File: config.mk
export PLATFORM = sky130hd
export DESIGN_NAME = module_top_sum3
export DESIGN_NICKNAME = d
export VERILOG_FILES = /design/src/rtl/sum3_pkg.sv /design/src/rtl/module_top_sum3_csa_3to2.sv /design/src/rtl/module_top_sum3.sv
export SDC_FILE = /design/constraint.sdc
export NUM_CORES = 1
export LEC_CHECK = 0
export BUFFER_PORTS_ARGS = -buffer_cell sky130_fd_sc_hd__buf_2
export CORE_ASPECT_RATIO = 1.75
export CORE_MARGIN = 2
export CORE_UTILIZATION = 30
export CTS_BUF_LIST = sky130_fd_sc_hd__clkbuf_4
export DETAILED_ROUTE_END_ITERATION = 10
export SETUP_SLACK_MARGIN = 0.2
export SYNTH_ARGS = -nofsm -noshare
export SYNTH_HDL_FRONTEND = slang
export SYNTH_SLANG_ARGS = --single-unit
export TNS_END_PERCENT = 50
File: constraint.sdc
create_clock -name clk -period 2.9 [get_ports clk]
set_clock_uncertainty 0.05 [all_clocks]
set_input_delay 0.58 -clock clk [delete_from_list [all_inputs] [get_ports clk]]
set_output_delay 0.58 -clock clk [all_outputs]
set_load 0.03 [all_outputs]
File: src/rtl/sum3_pkg.sv
// Shared widths and types for the three-operand adder datapath.
package sum3_pkg;

  localparam int IN_W  = 12;
  localparam int OUT_W = IN_W + 2;

  typedef logic [IN_W-1:0]  operand_t;
  typedef logic [OUT_W-1:0] sum_t;

endpackage

File: src/rtl/module_top_sum3_csa_3to2.sv
// Combinational 3:2 carry-save compressor: per-bit sum and majority carry.
module csa_3to2 #(
  parameter int W = 12
) (
  input  logic [W-1:0] i_a,
  input  logic [W-1:0] i_b,
  input  logic [W-1:0] i_c,
  output logic [W-1:0] o_s,
  output logic [W-1:0] o_k
);

  assign o_s = i_a ^ i_b ^ i_c;
  assign o_k = (i_a & i_b) | (i_a & i_c) | (i_b & i_c);

endmodule

File: src/rtl/module_top_sum3.sv
// Registered three-operand unsigned adder: capture on e, sum one edge later.
module module_top_sum3 #(
  parameter int IN_W = sum3_pkg::IN_W
) (
  input  logic             clk,
  input  logic             rst_n,
  input  logic [IN_W-1:0]  a,
  input  logic [IN_W-1:0]  b,
  input  logic [IN_W-1:0]  c,
  input  logic             e,
  output logic [IN_W+1:0]  y
);

  localparam int OUT_W = IN_W + 2;

  import sum3_pkg::*;

  logic [IN_W-1:0]  r_a_p0;
  logic [IN_W-1:0]  r_b_p0;
  logic [IN_W-1:0]  r_c_p0;
  logic [IN_W-1:0]  w_s;
  logic [IN_W-1:0]  w_k;
  logic [OUT_W-1:0] w_sum;

  // Stage 0: operand capture, held while e is low
  always_ff @(posedge clk or negedge rst_n) begin
    if (!rst_n) begin
      r_a_p0 <= '0;
      r_b_p0 <= '0;
      r_c_p0 <= '0;
    end else if (e) begin
      r_a_p0 <= a;
      r_b_p0 <= b;
      r_c_p0 <= c;
    end
  end

  csa_3to2 #(
    .W (IN_W)
  ) u_csa (
    .i_a (r_a_p0),
    .i_b (r_b_p0),
    .i_c (r_c_p0),
    .o_s (w_s),
    .o_k (w_k)
  );

  // Carry vector carries weight 2, so it enters the CPA shifted left by one
  assign w_sum = {2'b00, w_s} + {1'b0, w_k, 1'b0};

  // Stage 1: output register, updated every edge regardless of e
  always_ff @(posedge clk or negedge rst_n) begin
    if (!rst_n) begin
      y <= '0;
    end else begin
      y <= w_sum;
    end
  end

endmodule

# Word-level counts from Yosys, hierarchy flattened
# Cells that the tools add are included.
[word_totals]
reg_bits = 50
inputBits = 39
out_inout_bits = 14
wordCells = 12
[op_classes]
n_addsub = 1
bitwise = 7
[op_table]
columns = ["operator", "n"]
rows = [
  ["$and 12x12->12", 3],
  ["$or 12x12->12", 2],
  ["$xor 12x12->12", 2],
  ["$add 12x13->14", 1],
]

# Longest topological paths before layout
# Gate-level depths: netlist of the first run.
[depth]
word_depth = 4
mapped_depth = 10
depth_no_buf = 10

# Hierarchy
# A second synthesis of the first run with hierarchy kept.
[unflattened]
hier_cells = 170
area_unflattened_um2 = 2454.9
[by_module_without_submodules]
columns = ["mod", "instances", "cells_per_inst", "area_each_um2", "seq_area_each_um2"]
rows = [
  ["module_top_sum3", 1, 158, 2214.6, 1251.2],
  ["csa_3to2", 1, 12, 240.2, 0.0],
]

# Least setup slack after synthesis of the first run
# No wires, ideal clock.
[synth_timing]
path_kind = "flip-flop to flip-flop"
start = "reg r_a_p0[1]"
end = "reg y[11]"
setup_time_ns = 0.099
arrival_ns = 2.270
required_ns = 2.751
path_slack_ns = 0.481
stages_incl_launch_ff = 9
n_path_buf = 0
synth_period_minus_slack_ns = 2.419
path_cell_list = "dfrtp_1 > fa_1 > ha_1 > fa_1 > a21o_1 > nand4_1 > a21oi_1 > a31o_1 > a311oi_1"
[synth_between]
elab_chain_len = 4
word_cells_on_any_way = 7
cone_classes = "1 x add/sub; 6 x bitwise"
[synth_lines]
columns = ["element", "line_no", "text"]
rows = [
  ["start, declared", "module_top_sum3.sv:18", "logic [IN_W-1:0] r_a_p0;"],
  ["start signal, assigned", "module_top_sum3.sv:28", "r_a_p0 <= '0;"],
  ["start signal, assigned", "module_top_sum3.sv:32", "r_a_p0 <= a;"],
  ["$and 12x12->12", "module_top_sum3_csa_3to2.sv:13", "assign o_k = (i_a & i_b) | (i_a & i_c) | (i_b & i_c);"],
  ["$or 12x12->12 (2 in a row)", "module_top_sum3_csa_3to2.sv:13", ""],
  ["$add 12x13->14 (*)", "module_top_sum3.sv:49", "assign w_sum = {2'b00, w_s} + {1'b0, w_k, 1'b0};"],
  ["net w_sum[11]", "module_top_sum3.sv:23", "logic [OUT_W-1:0] w_sum;"],
  ["end signal, assigned", "module_top_sum3.sv:56", "y <= w_sum;"],
  ["end, declared", "module_top_sum3.sv:11", "output logic [IN_W+1:0] y"],
]
# Mark *: on every way through the listed nets, which the timed path passes. The rest lies on a longest branch.
# A chain may end at the register's enable or synchronous reset.

# Worst setup path in the final report of the first run
# Same ends and word-level chain as after synthesis.

==> results of run 1 <==
## cell usage in the layout (no fill, tap or decap), types with 2 or more instances in the layout
master	count
buf_2	52
dfrtp_1	50
mux2_2	30
fa_1	13
inv_1	11
a21oi_1	10
ha_1	10
nand2_1	9
nor2_1	9
o21ai_0	6
clkbuf_4	5
a21o_1	4
xnor2_1	4
xor2_1	3
a311oi_1	2
buf_4	2
## registers in the layout, indices dropped and copies added, names as in the netlist
name and flops:
r_a_p0 12, r_b_p0 12, r_c_p0 12, y 14
## path summary, 6_finish.rpt
kind,cells past startpoint,slack (ns),to,startpoint
worst min-delay path,2,0.23,r_c_p0[11],rst_n
max in group asynchronous,2,2.14,r_b_p0[5],rst_n
worst min register to register,1,0.50,r_c_p0[3],r_c_p0[3]
worst max-delay path,8,0.34,y[11],r_a_p0[1]
worst max register to register,8,0.34,y[11],r_a_p0[1]
min in group clk,3,0.35,r_c_p0[0],c[0]
## routing by layer
layer	global-route usage (%)	share of wire, %
met1	12.60	40
met2	17.60	53
met3	2.670	4.4
met4	5.208	2.6
met5	0	0
## logic make-up (layout without fill, tap and decap cells)
logic type | Yosys count | in the layout | share of synthesized area [%]
buffers and inverters | 16 | 72 | 2.593
AO/OA/AOI/OAI | 29 | 29 | 8.084
XOR/XNOR | 7 | 7 | 2.491
other | 0 | 1 | 0
AND/OR/NAND/NOR | 28 | 28 | 5.694
flip-flops | 50 | 50 | 50.84
multiplexers | 31 | 31 | 14.13
adder cells (fa/ha/maj) | 24 | 24 | 16.17
## worst register-to-register path: cells and delay by family, from the launching register on
family | cells | cell delay [ns]
compound gates | 4 | 0.80
fa+ha+maj | 3 | 1.09
flops | 1 | 0.42
simple gates | 1 | 0.11
## synthesized netlist by cell type, types with 2 or more instances
cell type  instances
dfrtp_1           50
mux2_2            30
fa_1              13
ha_1              11
inv_1             11
a21oi_1           10
nand2_1            9
nor2_1             9
o21ai_0            6
a21o_1             4
xnor2_1            4
buf_2              3
xor2_1             3
a311oi_1           2
clkbuf_1           2
## area by class of cell
class                           count  area share, %
Sequential cell                    50          43.10
Clock inverter                      2          1.164
Clock buffer                        5          1.293
Multi-Input combinational cell    119          39.57
Antenna cell                        1        0.08621
Timing Repair Buffer               54          9.483
Inverter                           11          1.422
Tap cell                           90          3.879
## report_power, final
group / total [mW] / internal (mW) / switching, mW
logic: 0.939 / 0.379 / 0.560
registers: 0.899 / 0.841 / 0.0580
clock network: 0.382 / 0.174 / 0.207
total: 2.22 / 1.39 / 0.825
## what timing repair did
item                       4_1_cts  5_1_grt
gates resized for setup          0        1
setup endpoints to repair        0        1
hold buffers                     0        0
==> metrics.csv, run 1 <==
stage,metric,value,unit
setup_path,"Slowest-stage cell, CP",fa_1,
run_status,status,finished clean,
place,Post-Place Cell Area,2826,sq um
synthesis,cells after synthesis,185,
global_route,first-pass GRT wire length,7196,um
synthesis,Synth async-reset ratio,100.0,%
finish,Final Non-Filler Cells,332,
route,Antenna Nets Post-Route,0,
finish,Fillers,799,
hold_path,Hold Path Class,primary input to asynchronous set/reset pin,
place,GP Congestion,0.7187,
global_route,initial antenna violation count,0,
setup_path,CP Buf/Inv Count,0,
die,Die W,72.47,um
synthesis,Synth Area per Inst,13.30,sq um
setup_path,Worst EP arrival,2.79,ns
synthesis,post-synth cell types,33,
route,# DRC,0,
die,Core ar.,7963,sq um
finish,FF+latch area,1251,sq um
route,vias per inst,4.581,
clocking,Root Buffer,clkbuf_4,
pwr,VDD IR-drop max,0.0002482,V
place,Port Buffer Count,52,
setup_path,"slowest stage delay, CP",0.49,ns
timing,fmax,391.2,MHz
job,maxcap violations,0,
die,I/O pins,53,
timing,final hold slack,0.2314,ns
timing,unrepaired setup endpoints after global routing,false,
global_route,GR Util All Layers,10.58,%
timing,max_slew headroom,50.56,%
finish,Syn-to-layout area delta,17.95,%
finish,post-route core utilization,36.46,%
setup_path,critical path cell sequence,"fa_1, ha_2, fa_1, a21o_1, nand4_1, a21oi_1, a31o_1, a311oi_1",
setup_path,CP Max Fanout,2,
global_route,largest net degree at the start of global routing,51,
timing,final hold vios,0,
setup_path,family with the most delay on the worst path,adder cells,
synthesis,Synth top area share,50.84,%
timing,fin crit share,88.14,%
route,TritonRoute pass-1 iters,4,
setup_path,cell mode on critical path,fa_1,
clocking,worst skew pair latency,0.37,ns
synthesis,sequential element share of the synthesized area,50.84,%
finish,share of layout cells above drive strength 1,40.66,%
die,Die Area,8972,sq um
place,"worst slack, placed",0.3274,ns
clocking,CTS buffer count,5,
timing,Final WS setup,0.3441,ns
timing,total negative slack,0,ns
synthesis,"flops & latches, synth",50,
timing,Final Max Slew Viols,0,
setup_path,required time of the critical path,3.13,ns
setup_path,Worst setup SP type,flop,
route,starting DRC count in detailed routing,55,
synthesis,Syn Nets,248,
finish,Final Cell Area,2903,sq um
clocking,setup bufs post-CTS,0,
synthesis,Yosys Warn Count,0,
clocking,CTS max path bufs,2,
clocking,Clock Sinks,50,
setup_path,critical path class,flop to flop,
timing,Slew @ Worst Pin,0.7416,ns
clocking,CTS tree,done,
place,post-placement cell count,324,
timing,Final setup viols,0,
finish,Nets,304,
route,via count,1521,
pwr,pwr dens,764.6,nW/um^2
synthesis,"EDFF count, synth",0,
synthesis,leading area contributor after synthesis,dfrtp_1,
clocking,number of H-tree levels,2,
global_route,vias in the first global route,1531,
place,Post-DP HPWL,3347,um
finish,multi-input logic area,1149,sq um
die,initial core utilization,30.91,%
route,Post-Route WL,4302,um
die,Die Y-Extent,123.8,um
pwr,Tot Pwr,2.219,mW
synthesis,Netlist Area Pre-Place,2461,sq um
route,post-DR wirelength/cell,12.96,um
clocking,"Reg clk slew, reported paths",0.14,ns
synthesis,"Top FF cell, synth",dfrtp_1,
synthesis,synth top area cells,"dfrtp_1 51%, mux2_2 14%, fa_1 11%, ha_1 5.6%, a21oi_1 2.0%",
pwr,Pleak,1.358,nW
setup_path,Critical Path End Type,flop,
die,FP Rows,43,
global_route,grt total ovfl,0,
timing,Final Critical Period,2.556,ns
No activity file was read; power rests on OpenSTA's default activity.
==> run 2, diff against run 1 <==
BUFFER_PORTS_ARGS = -buffer_cell sky130_fd_sc_hd__buf_4   (was -buffer_cell sky130_fd_sc_hd__buf_2)
CORE_MARGIN = 5   (was 2)
==> run 2 against run 1 <==
  * Clock-buffer cell count up 1
  * Register-to-register slack improved by 0.05 ns
  * Core utilization grew 1.3 points
  * Critical path depth did not move
  * Via count increased by 0.92%
  * Combinational power grew 8%
  * Sequential share of layout area decreased by 1.4 points
  * Total power is 0.17% higher
  * Largest cell class unchanged
==> metrics.csv, run 2 (synthesis gave the netlist of run 1 again) <==
stage,metric,value,unit,change
setup_path,Worst setup SP type,flop,,unchanged
global_route,first-pass GRT wire length,7748,um,was 7196 um
setup_path,Worst EP arrival,2.73,ns,was 2.79 ns
setup_path,register-to-register setup slack,0.40,ns,was 0.34 ns
timing,fmax,399.3,MHz,was 391.2 MHz
die,Die Area,10190,sq um,was 8972 sq um
route,Antenna Nets Post-Route,0,,unchanged
pwr,Pleak,1.386,nW,was 1.358 nW
finish,Syn-to-layout area delta,22.01,%,was 17.95%
setup_path,worst r2r src,r_a_p0[1],,unchanged
clocking,Clock Sinks,50,,unchanged
finish,most frequent cells in the layout,"52 x buf_4, 50 x dfrtp_1, 30 x mux2_2, 12 x fa_1, 11 x inv_1",,"was 52 x buf_2, 50 x dfrtp_1, 30 x mux2_2, 13 x fa_1, 11 x inv_1"
pwr,Gate power share,45.4,%,was 42.3%
clocking,CTS max path bufs,2,,unchanged
hold_path,Hold Path Class,primary input to asynchronous set/reset pin,,unchanged
route,via count,1535,,was 1521
timing,Final Critical Period,2.505,ns,was 2.556 ns
global_route,GR Util All Layers,9.685,%,was 10.58%
finish,Final Non-Filler Cells,331,,was 332
pwr,sequential power share,40.6,%,was 40.5%
setup_path,required time of the critical path,3.13,ns,about the same
finish,max reg flops,14,,unchanged
clocking,number of H-tree levels,2,,unchanged
place,Post-DP HPWL,3539,um,was 3347 um
pwr,Tot Pwr,2.223,mW,was 2.219 mW
die,Core ar.,7963,sq um,unchanged
pwr,Clk network pwr share,14.0,%,was 17.2%
global_route,GR Layer Usage met1,10.63,%,was 12.60%
place,post-placement cell count,322,,was 324
place,GP Congestion,0.7557,,was 0.7187
setup_path,CP Max Fanout,2,,unchanged
finish,Fillers,796,,was 799
route,post-DR wirelength/cell,13.71,um,was 12.96 um
timing,max_slew headroom,58.23,%,was 50.56%
global_route,initial antenna violation count,0,,unchanged
die,initial core utilization,30.91,%,unchanged
global_route,largest net degree at the start of global routing,51,,unchanged
timing,unrepaired setup endpoints after global routing,false,,unchanged
finish,"most common cell after layout, fill and taps aside",buf_4,,was buf_2
clocking,Root Buffer,clkbuf_4,,unchanged
clocking,worst skew pair latency,0.37,ns,about the same
run_status,status,finished clean,,unchanged
finish,Nets,302,,was 304
global_route,vias in the first global route,1676,,was 1531
setup_path,Critical Path End Type,flop,,unchanged
route,Post-Route WL,4539,um,was 4302 um
setup_path,critical path class,flop to flop,,unchanged
timing,Slew @ Worst Pin,0.6266,ns,was 0.7416 ns
place,"worst slack, placed",0.3161,ns,was 0.3274 ns
die,Die W,78.47,um,was 72.47 um
route,vias per inst,4.637,,was 4.581
finish,post-route core utilization,37.71,%,was 36.46%
pwr,VDD IR-drop max,0.0002601,V,was 0.0002482 V
timing,final hold vios,0,,unchanged
die,I/O pins,53,,unchanged
clocking,CTS buffer count,5,,unchanged
setup_path,Critical Path Start,r_a_p0[1],,unchanged
route,# DRC,0,,unchanged
pwr,Net Switching,0.8377,mW,was 0.8250 mW
pwr,pwr dens,740.3,nW/um^2,was 764.6 nW/um^2
clocking,setup bufs post-CTS,0,,unchanged
global_route,most used routing layer,met2,,unchanged
timing,Final setup viols,0,,unchanged
route,starting DRC count in detailed routing,36,,was 55
die,Die Y-Extent,129.8,um,was 123.8 um
timing,total negative slack,0,ns,unchanged
place,Port Buffer Count,52,,unchanged
clocking,CTS tree,done,,unchanged
pwr,Switching Share,37.68,%,was 37.17%
job,maxcap violations,0,,unchanged
global_route,grt met2 use,17.32,%,was 17.60%
die,FP Rows,43,,unchanged
clocking,"Reg clk slew, reported paths",0.14,ns,about the same
timing,Final Max Slew Viols,0,,unchanged
route,TritonRoute pass-1 iters,4,,unchanged
global_route,GR Util met3,2.486,%,was 2.670%
finish,Top reg by flops,y,,unchanged
timing,fin crit share,86.36,%,was 88.14%
timing,Final WS setup,0.3954,ns,was 0.3441 ns
pwr,Internal,1.385,mW,was 1.394 mW
global_route,grt total ovfl,0,,unchanged
finish,share of layout cells above drive strength 1,40.83,%,was 40.66%
## run 2: layout make-up
type / instances / area [sq um] / share of cell area, %
timing repair buffer: 52 / 390.4 / 13.00
tap: 90 / 112.6 / 3.750
inverter: 11 / 41.29 / 1.375
clock buffer: 6 / 45.04 / 1.500
sequential: 50 / 1251 / 41.67
multi-input combinational: 119 / 1151 / 38.33
antenna: 1 / 2.502 / 0.08333
clock inverter: 2 / 8.758 / 0.2917
## run 2: per-layer routing
metal / vias up / wire length (um)
met5: - / 0
li1: 742 / -
met2: 38 / 2414
met4: 0 / 108
met1: 748 / 1754
met3: 7 / 261
## run 2: stage by stage
stage	instance area [sq um]	hold slack, ns
4_1_cts	2995	0.1711
3_3_place_gp	2942	0.4635
3_5_place_dp	2942	0.4732
2_1_floorplan	2461	0.2344
5_1_grt	3000	0.2108
6_report	3003	0.1581
## run 2: power by group through the flow
| stage | clock (mW) | sequential [mW] | combinational (mW) |
|---|---|---|---|
| 2_1_floorplan | 0 | 1.10 | 0.517 |
| 3_3_place_gp | 0 | 0.922 | 1.01 |
| 3_5_place_dp | 0 | 0.921 | 1.02 |
| 4_1_cts | 0.333 | 0.905 | 1.03 |
| 5_1_grt | 0.359 | 0.922 | 1.12 |
| 6_report | 0.311 | 0.902 | 1.01 |
## run 2: timing repair
action | CTS | global route
resized for setup | 0 | 2
setup endpoints to repair | 0 | 1
hold buffers | 0 | 0
## run 2: path summary, 6_finish.rpt
path,to,cells past startpoint
max,y[11],8
min in group clk,r_a_p0[11],3
max in group asynchronous,r_c_p0[8],1
min,r_b_p0[10],1
min reg2reg,r_c_p0[9],1
max reg2reg,y[11],8
## run 2: worst max-delay path: stages (launching register included)
cell      delay [ns]
dfrtp_1         0.42
fa_1            0.49
ha_2            0.21
fa_2            0.34
a21o_1          0.20
nand4_1         0.11
a21oi_1         0.11
a31o_1          0.25
a311oi_1        0.23
==> run 3, diff against run 2 <==
RECOVER_POWER = 25   (was unset)
==> run 3 against run 2 <==
  * Clock-buffer cell count is the same
  * Final area is essentially flat
  * First-iteration DRC count is the same
  * Flip-flop and latch count is the same
  * Sequential share of layout area is essentially flat
  * Total power is essentially flat
  * Critical endpoint unchanged
  * Wire length is the same
  * Cell count is the same
  * Highest routed layer unchanged
  * Clock power is essentially flat
  * Combinational power is essentially flat
==> metrics.csv, run 3 (synthesis gave the netlist of run 1 again) <==
stage,metric,value,unit,change
setup_path,Critical Path End Type,flop,,unchanged
clocking,CTS tree,done,,unchanged
finish,Nets,302,,unchanged
finish,Syn-to-layout area delta,21.91,%,was 22.01%
clocking,Clock Sinks,50,,unchanged
global_route,first-pass GRT wire length,7748,um,unchanged
timing,fin crit share,86.36,%,unchanged
finish,most frequent cells in the layout,"51 x buf_4, 50 x dfrtp_1, 30 x mux2_2, 12 x fa_1, 11 x inv_1",,"was 52 x buf_4, 50 x dfrtp_1, 30 x mux2_2, 12 x fa_1, 11 x inv_1"
place,"worst slack, placed",0.3161,ns,unchanged
clocking,Resized cells post-CTS,0,,unchanged
die,Die Y-Extent,129.8,um,unchanged
die,Die W,78.47,um,unchanged
timing,Final setup viols,0,,unchanged
timing,Slew @ Worst Pin,1.224,ns,was 0.6266 ns
clocking,CTS Hold Bufs,0,,unchanged
die,Die Area,10190,sq um,unchanged
job,maxcap violations,0,,unchanged
route,TritonRoute pass-1 iters,4,,unchanged
timing,max_slew headroom,18.39,%,was 58.23%
pwr,pwr dens,740.8,nW/um^2,was 740.3 nW/um^2
clocking,worst skew pair latency,0.37,ns,about the same
place,Post-DP HPWL,3539,um,unchanged
timing,fmax,399.3,MHz,unchanged
finish,Top reg by flops,y,,unchanged
pwr,Pleak,1.386,nW,about the same
global_route,vias in the first global route,1676,,unchanged
die,I/O pins,53,,unchanged
route,post-DR wirelength/cell,13.71,um,unchanged
setup_path,Worst EP arrival,2.73,ns,about the same
clocking,"Reg clk slew, reported paths",0.14,ns,about the same
route,vias per inst,4.637,,unchanged
route,starting DRC count in detailed routing,36,,unchanged
route,# DRC,0,,unchanged
timing,total negative slack,0,ns,unchanged
global_route,GR Util All Layers,9.685,%,unchanged
timing,unrepaired setup endpoints after global routing,false,,unchanged
setup_path,critical path class,flop to flop,,unchanged
die,Core ar.,7963,sq um,unchanged
timing,Final Max Slew Viols,0,,unchanged
route,via count,1535,,unchanged
timing,final hold vios,0,,unchanged
global_route,initial antenna violation count,0,,unchanged
timing,Final WS setup,0.3954,ns,unchanged
finish,share of layout cells above drive strength 1,40.83,%,unchanged
clocking,setup bufs post-CTS,0,,unchanged
clocking,CTS max path bufs,2,,unchanged
hold_path,Hold Path Class,primary input to flop,,was primary input to asynchronous set/reset pin
clocking,number of H-tree levels,2,,unchanged
timing,Final Critical Period,2.505,ns,unchanged
route,Antenna Nets Post-Route,0,,unchanged
run_status,status,finished clean,,unchanged
die,initial core utilization,30.91,%,unchanged
setup_path,CP Max Fanout,2,,unchanged
global_route,grt total ovfl,0,,unchanged
setup_path,required time of the critical path,3.13,ns,about the same
die,FP Rows,43,,unchanged
place,Port Buffer Count,52,,unchanged
finish,Fillers,796,,unchanged
finish,"most common cell after layout, fill and taps aside",buf_4,,unchanged
route,Post-Route WL,4539,um,unchanged
finish,max reg flops,14,,unchanged
setup_path,Worst setup SP type,flop,,unchanged
clocking,Root Buffer,clkbuf_4,,unchanged
pwr,VDD IR-drop max,0.0002601,V,about the same
global_route,largest net degree at the start of global routing,51,,unchanged
clocking,CTS buffer count,5,,unchanged
place,GP Congestion,0.7557,,unchanged
## run 3: changes by cell type in the layout (fill, tap and decap cells not counted), sizes merged
cell    delta
buf        -1
clkbuf     +1
## run 3: worst max-delay path: stages (launching register included)
cell and delay, ns:
dfrtp_1 0.42, fa_1 0.49, ha_2 0.21, fa_2 0.34, a21o_1 0.20, nand4_1 0.11, a21oi_1 0.11, a31o_1 0.25
a311oi_1 0.23
## run 3: metrics by stage
step                hold slack, ns  utilization (%)  power, mW  cell area [sq um]  instances
floorplan                   0.2344                -      1.615               2461        185
global placement            0.4635            36.94      1.935               2942        322
detailed placement          0.4732            36.94      1.944               2942        322
CTS                         0.1711            37.62      2.267               2995        330
global route                0.3491            37.65      2.397               2998        330
finish                      0.3626            37.68      2.223               3000        331
## run 3: worst paths after layout
check | from | to | slack (ns) | depth (start not counted)
max | r_a_p0[1] | y[11] | 0.40 | 8
min | a[11] | r_a_p0[11] | 0.36 | 3
max reg2reg | r_a_p0[1] | y[11] | 0.40 | 8
min reg2reg | r_c_p0[9] | r_c_p0[9] | 0.50 | 1
max in group asynchronous | rst_n | r_c_p0[8] | 1.66 | 1
min in group asynchronous | rst_n | r_b_p0[10] | 0.39 | 1
## run 3: area by class of cell
| class | instances | area [sq um] | area share [%] |
|---|---|---|---|
| Antenna cell | 1 | 2.502 | 0.08340 |
| Clock buffer | 6 | 45.04 | 1.501 |
| Clock inverter | 2 | 8.758 | 0.2919 |
| Inverter | 11 | 41.29 | 1.376 |
| Multi-Input combinational cell | 119 | 1151 | 38.37 |
| Sequential cell | 50 | 1251 | 41.70 |
| Tap cell | 90 | 112.6 | 3.753 |
| Timing Repair Buffer | 52 | 387.9 | 12.93 |
## run 3: per-layer routing
metal	part of all wire [%]	track usage [%]	vias to the layer above
met5	0	0	-
met3	5.8	2.486	7
met2	53	17.32	38
met4	2.4	4.634	0
met1	39	10.63	748
li1	-	-	742
## run 3: power by group
group          switching (mW)  internal [mW]
clock                   0.210          0.101
combinational           0.567          0.443
sequential             0.0610          0.841
total                   0.838           1.39
